## config.mk

```make
export PLATFORM = sky130hd
export DESIGN_NAME = cmd_deserializer
export DESIGN_NICKNAME = d
export VERILOG_FILES = /design/src/rtl/cmd_deserializer.sv
export SDC_FILE = /design/constraint.sdc
export NUM_CORES = 1
export LEC_CHECK = 0
export CORE_UTILIZATION = 40
export DETAILED_ROUTE_END_ITERATION = 10
export DONT_BUFFER_PORTS = 1
export SKIP_CTS_REPAIR_TIMING = 1
export SYNTH_ARGS = -nofsm -noshare
export SYNTH_HDL_FRONTEND = slang
export SYNTH_SLANG_ARGS = --single-unit
```

## constraint.sdc

```tcl
create_clock -name clk -period 3.63 [get_ports clk]
set_clock_uncertainty 0.2 [all_clocks]
set_input_delay 0.726 -clock clk [delete_from_list [all_inputs] [get_ports clk]]
set_output_delay 0.726 -clock clk [all_outputs]
set_load 0.01 [all_outputs]
```

## src/rtl/cmd_deserializer.sv

```systemverilog
// SD host CMD-line receiver: samples one bit per clock into a BITS-wide frame
// and checks the start bit, end bit and CRC7 of the response.
module cmd_deserializer #(
    parameter int BITS         = 48,
    parameter int BITS_COUNTER = 8,
    parameter int TIMEOUT      = 64,
    parameter int TIMEOUT_W    = 7,
    parameter int CRC_CHECK    = 1
) (
    input  logic            clk,
    input  logic            reset,
    input  logic            enable,
    input  logic            cmd_in,
    output logic [BITS-1:0] data,
    output logic            busy,
    output logic            valid,
    output logic            crc_err,
    output logic            end_err,
    output logic            timeout
);

    typedef enum logic [1:0] {
        IDLE,
        WAIT_START,
        RECEIVE,
        CHECK
    } state_t;

    localparam logic [BITS_COUNTER-1:0] BMAX  = BITS_COUNTER'(BITS - 1);
    localparam logic [BITS_COUNTER-1:0] CLAST = BITS_COUNTER'(BITS - 9);
    localparam logic [TIMEOUT_W-1:0]    TMAX  = TIMEOUT_W'(TIMEOUT - 1);

    state_t                  state_q, state_d;
    logic                    enable_q;
    logic [BITS-1:0]         data_q, data_d;
    logic [BITS_COUNTER-1:0] bcnt_q, bcnt_d;
    logic [TIMEOUT_W-1:0]    tcnt_q, tcnt_d;
    logic [6:0]              crc_q, crc_d;
    logic                    valid_q, valid_d;
    logic                    crc_err_q, crc_err_d;
    logic                    end_err_q, end_err_d;
    logic                    timeout_q, timeout_d;
    logic [6:0]              crc_rx;

    function automatic logic [6:0] crc7_next(input logic [6:0] c, input logic b);
        logic fb;
        fb = c[6] ^ b;
        return {c[5:0], 1'b0} ^ (fb ? 7'h09 : 7'h00);
    endfunction

    // CRC field on the wire is MSB-first, so data[BITS-8] is crc bit 6
    always_comb begin
        crc_rx = '0;
        for (int i = 0; i < 7; i++) begin
            crc_rx[6-i] = data_q[BITS-8+i];
        end
    end

    always_comb begin
        state_d   = state_q;
        data_d    = data_q;
        bcnt_d    = bcnt_q;
        tcnt_d    = tcnt_q;
        crc_d     = crc_q;
        valid_d   = 1'b0;
        crc_err_d = 1'b0;
        end_err_d = 1'b0;
        timeout_d = 1'b0;
        unique case (state_q)
            IDLE: begin
                if (enable && !enable_q) begin
                    state_d = WAIT_START;
                    tcnt_d  = '0;
                end
            end
            WAIT_START: begin
                if (!enable) begin
                    state_d = IDLE;
                end else if (!cmd_in) begin
                    state_d   = RECEIVE;
                    data_d[0] = 1'b0;
                    bcnt_d    = BITS_COUNTER'(1);
                    crc_d     = crc7_next(7'd0, 1'b0);
                end else if (tcnt_q == TMAX) begin
                    state_d   = IDLE;
                    timeout_d = 1'b1;
                end else begin
                    tcnt_d = tcnt_q + 1'b1;
                end
            end
            RECEIVE: begin
                if (!enable) begin
                    state_d = IDLE;
                end else begin
                    for (int i = 0; i < BITS; i++) begin
                        if (bcnt_q == BITS_COUNTER'(i)) data_d[i] = cmd_in;
                    end
                    if (bcnt_q <= CLAST) crc_d = crc7_next(crc_q, cmd_in);
                    if (bcnt_q == BMAX) begin
                        // end bit: CRC field is complete, flag results now
                        state_d   = CHECK;
                        valid_d   = 1'b1;
                        crc_err_d = (CRC_CHECK != 0) && (crc_q != crc_rx);
                        end_err_d = ~cmd_in;
                    end else begin
                        bcnt_d = bcnt_q + 1'b1;
                    end
                end
            end
            CHECK: begin
                state_d = IDLE;
            end
            default: begin
                state_d = IDLE;
            end
        endcase
    end

    always_ff @(posedge clk) begin
        if (!reset) begin
            state_q   <= IDLE;
            enable_q  <= 1'b0;
            data_q    <= '0;
            bcnt_q    <= '0;
            tcnt_q    <= '0;
            crc_q     <= '0;
            valid_q   <= 1'b0;
            crc_err_q <= 1'b0;
            end_err_q <= 1'b0;
            timeout_q <= 1'b0;
        end else begin
            state_q   <= state_d;
            enable_q  <= enable;
            data_q    <= data_d;
            bcnt_q    <= bcnt_d;
            tcnt_q    <= tcnt_d;
            crc_q     <= crc_d;
            valid_q   <= valid_d;
            crc_err_q <= crc_err_d;
            end_err_q <= end_err_d;
            timeout_q <= timeout_d;
        end
    end

    assign data    = data_q;
    assign busy    = (state_q == WAIT_START) || (state_q == RECEIVE);
    assign valid   = valid_q;
    assign crc_err = crc_err_q;
    assign end_err = end_err_q;
    assign timeout = timeout_q;

endmodule
```

Word-level counts from Yosys, hierarchy flattened
Cells that the tools add are included.
{"block": "word_totals", "register_bits": 77, "out_inout_bits": 53, "in_bits": 4, "wordCells": 218}
{"block": "op_classes", "n_mux": 30, "n_bitwise": 3, "magnitude_cmp": 1, "n_reduce_logical": 62, "eq_ne": 63, "addsub": 2}
{"operator": "$reduce_and 3->1", "n": 49}
{"operator": "$eq 8x5->1 const B", "n": 16}
{"operator": "$eq 8x6->1 const B", "n": 16}
{"operator": "$eq 8x4->1 const B", "n": 8}
{"operator": "$mux 7", "n": 8}
{"operator": "$eq 8x3->1 const B", "n": 4}
{"operator": "$mux 8", "n": 4}
{"operator": "$pmux 7 s2", "n": 2}
{"operator": "$reduce_and 5->1", "n": 4}
{"operator": "$ne 2x2->1 const B", "n": 9}
{"operator": "$eq 8x2->1 const B", "n": 2}
{"operator": "$pmux 8 s2", "n": 1}
{"operator": "$mux 2", "n": 6}
{"operator": "$add 8x1->8 const B", "n": 1}
{"operator": "$eq 8x1->1 const B", "n": 1}
{"operator": "$le 8x6->1 const B", "n": 1}
{"operator": "$logic_not 8->1", "n": 1}
{"operator": "$pmux 2 s4", "n": 1}
{"operator": "$reduce_and 4->1", "n": 2}
{"operator": "$add 7x1->7 const B", "n": 1}
{"operator": "$eq 7x6->1 const B", "n": 1}
{"operator": "$ne 7x7->1", "n": 1}
{"operator": "$xor 7x4->7", "n": 1}
{"operator": "$mux 1", "n": 6}
{"operator": "13 further kinds", "n": 15}

Longest topological paths before layout
{"block": "depth", "depth_word": 6, "mapped_depth": 7, "depth_no_buf": 6}

Least setup slack after synthesis
No wires, ideal clock.
{"block": "synth_path", "path_kind": "input to register", "start": "input cmd_in", "end": "register bcnt_q[3]", "path_slack_ns": 1.562, "setup_time_ns": 0.071, "required_ns": 3.359, "arrival_time_ns": 1.798, "n_path_buf": 0, "cell_stages": 4, "cell_sequence": "nor2b_1 o21ai_2 or4_1 a21oi_1"}
{"block": "synth_via", "elab_chain_cells": 2}
{"element": "start, declared", "line_no": "13", "source": "input logic cmd_in,"}
{"element": "$ne 2x2->1 (no line)"}
{"element": "$reduce_and 5->1 (no line)"}
{"element": "end signal, assigned", "line_no": "135", "source": "bcnt_q <= bcnt_d;"}
{"element": "end, declared", "line_no": "36", "source": "logic [BITS_COUNTER-1:0] bcnt_q, bcnt_d;"}
Every way passes these cells.
A chain may end at the register's enable or synchronous reset.

Final worst setup path
{"block": "layout_path", "start": "register state_q[0]", "end": "register bcnt_q[3]"}
{"block": "layout_via", "elab_chain_cells": 3, "word_cells_on_any_way": 9, "classes_between": "6 x eq/ne; 1 x mux; 2 x reduce/logical"}
{"element": "start, declared", "line_no": "33", "source": "state_t state_q, state_d;"}
{"element": "start signal, assigned", "line_no": "132", "source": "state_q <= state_d;"}
{"element": "$eq 2x2->1 / $eq 2x1->1 (equally long branches)", "line_no": "69", "source": "unique case (state_q)"}
{"element": "$ne 2x2->1 (no line) / $reduce_bool 2->1 (equally long branches)"}
{"element": "$reduce_and 5->1 (no line)"}
Parallel ways exist; a longest one is shown, timed or not.

==> flow_summary.yaml <==
detailed_routing:
  first_pass_iters: 10
  wl_per_cell_um: 16.1
  routed_wl_um: 8060
  drc: 4
  ant_nets: 0
  vias: 2788
  first_iter_violations: 173
  via_per_inst: 5.59
clock_tree:
  htreeDepth: 3
  cts_tree: "built"
  cts_buffer_depth: 2
  cts-root-buf: "clkbuf_8"
  cts_buffers: 9
  cts.sinks: 77
  path_clk_slew_ns: 0.08
  clk_latency_ns: 0.35
min_path:
  hold_path_class: "flip-flop to flip-flop"
global_routing:
  grt_usage_pct: 18.2
  antenna_found_initial: 0
  grt_pass1_vias: 2770
  grt_pass1_wl_um: 14000
  grt_max_degree: 69
  grt.overflow.total: 0
finish:
  regArea_sq_mm: 0.00154
  diodes: 0
  drive_gt1_share_pct: 6.14
  final_nets: 400
  syn_to_final_growth_pct: 5.58
  design_area_sq_mm: 0.00393
  multi_input_area_sq_mm: 0.00199
  fillCellCount: 870
  fin_util_pct: 44.4
yosys:
  yosysUniqueCellTypes: 53
  yosysWarnings: 0
  synth_area_sq_mm: 0.00372
  syn_nets: 421
  netlist_instances: 408
  synth_area_per_cell_sq_um: 9.12
  ys.flop_type: "dfxtp_1"
  ys_seq_area_share_pct: 41.4
  ys_ff_latch: 77
  async_flop_share_pct: 0
  synth-edff-count: 0
run:
  drv_cap: 0
placement:
  dpl.hpwl_um: 5390
  port_buffers: 0
  place_area_sq_mm: 0.00369
  routabilityCongestion: 0.863
power_and_ir_drop:
  vdd_drop_max_uv: 219
  p_leak_nw: 1.65
  p_per_area_mw_per_mm2: 435
timing:
  rsz0062_at_grt: "false"
  fin_hold_ws_ns: 0.230
  hold_violations: 0
  slew_headroom_pct: 42.0
  fin_crit_sh_pct: 65.7
  worst_slew_pin_slew_ns: 0.866
  maxSlewViolCount: 0
  setup_viol: 0
  final.setup.tns_ns: 0
  fin_crit_ns: 2.38
  clock.fmax_ghz: 0.419
critical_path:
  required_ns: 3.71
  end_kind: "flip-flop"
  crit_type: "flip-flop to flip-flop"
  crit_path_start_kind: "flip-flop"
  cp_max_fo: 15
  arrival_ns: 2.47
floorplan:
  fp.dieH_um: 98.5
  core_sq_mm: 0.00885
  io_pins: 57
  start_util_pct: 42.1
  rows: 34
  dieWidth_um: 98.5
  dieArea_sq_mm: 0.00969
outcome:
  status: "finished with violations"
  violations: "DRC"
## kinds of logic after synthesis
logic type	count (synthesis)	synth area share, %
compound gates	50	9.38
xor+xnor	10	2.35
fa+ha+maj	9	3.03
buf+inv	38	4.98
flops	77	41.4
mux	50	13.4
simple gates	174	25.4
## metrics by stage
| stage | setup WS [ns] | instances | power [mW] |
|---|---|---|---|
| 2_1_floorplan | 1.56 | 408 | 0.952 |
| 3_3_place_gp | 1.37 | 484 | 0.953 |
| 3_5_place_dp | 1.28 | 484 | 0.955 |
| 4_1_cts | 1.25 | 499 | 1.74 |
| 5_1_grt | 1.08 | 499 | 1.78 |
| 6_report | 1.25 | 499 | 1.71 |
## cells in the mapped netlist (2+ instances only)
cell       count  area (sq um)
a21oi_1        8          40.0
a22o_1         6          52.6
a31oi_1        8          50.1
and2_0         2          12.5
and2_1         2          12.5
and3_1         5          31.3
and4_1         2          17.5
and4b_1        2          20.0
buf_1          6          22.5
buf_2          4          20.0
buf_6          5          56.3
clkbuf_1      17          63.8
dfxtp_1       77          1540
ha_1           9           113
inv_1          6          22.5
mux2i_1       50           500
nand2_1       60           225
nand2b_1       2          12.5
nand3_1       35           175
nand3b_1       2          15.0
nand4_1        4          25.0
nand4b_1       3          26.3
nor2_1        11          41.3
nor2b_1       26           163
nor3b_1        2          15.0
o2111ai_1      2          17.5
o211a_1        2          20.0
o211ai_1       3          22.5
o21a_1         2          15.0
o21ai_0        7          35.0
o31ai_1        4          30.0
or3_1          2          12.5
or4_1          4          30.0
xnor2_1        6          52.6
xor2_1         4          35.0
## cell usage in the layout (no fill, tap or decap), types with 2 or more instances in the layout
cell and instances:
dfxtp_1 77, nand2_1 60, mux2i_1 50, nand3_1 35, nor2b_1 26, nor2_1 11, ha_1 9, clkbuf_8 9
a21oi_1 8, a31oi_1 8, o21ai_0 7, xnor2_1 6, a22o_1 6, inv_1 6, and3_1 5, nand4_1 4
xor2_1 4, o31ai_1 4, or4_1 4, o211ai_1 3, nand4b_1 3, bufinv_16 3, nor3b_1 2, and4_1 2
o2111ai_1 2, or3_1 2, nand3b_1 2, o211a_1 2, o21a_1 2, nand2b_1 2, and2_1 2, and2_0 2
and4b_1 2
## worst max-delay path, cell delays in order (launching register included)
cell and delay (ns):
dfxtp_1 0.32, inv_1 0.12, ha_1 0.44, nor2b_1 0.35, o21ai_2 0.18, or4_1 0.54
a21oi_1 0.15
## sequential cells by signal (all words and copies together) (netlist names)
signal / cells
bcnt_q: 8
crc_err: 1
crc_q: 7
data: 48
enable_q: 1
end_err: 1
state_q: 2
tcnt_q: 7
timeout: 1
valid: 1
## final cells by class
class / count / share of cell area [%]
sequential: 77 / 39.2
multi-input combinational: 293 / 50.8
inverter: 6 / 0.573
clock buffer: 9 / 3.15
clock inverter: 6 / 2.83
tap: 108 / 3.44
## path summary, 6_finish.rpt
path,startpoint,end,slack (ns),cells past startpoint
setup / recovery,state_q[0],bcnt_q[3],1.25,6
setup reg to reg,state_q[0],bcnt_q[3],1.25,6
hold reg to reg,tcnt_q[6],tcnt_q[6],0.23,2
hold / removal,tcnt_q[6],tcnt_q[6],0.23,2
## report_power, final
part / switching, mW / leakage [nW] / internal [mW]
clock network: 0.318 / 0.116 / 0.454
logic: 0.0522 / 0.918 / 0.0303
registers: 0.00412 / 0.621 / 0.848
total: 0.375 / 1.65 / 1.33
## per-layer routing
metal | up-vias | global-route usage, % | part of all wire (%)
met3 | 13 | 7.02 | 8.3
met4 | 0 | 6.77 | 1.8
met5 | - | 0 | 0
met2 | 71 | 27.7 | 44
li1 | 1383 | - | -
met1 | 1321 | 23.3 | 46
(Power assumes the default switching activity.)
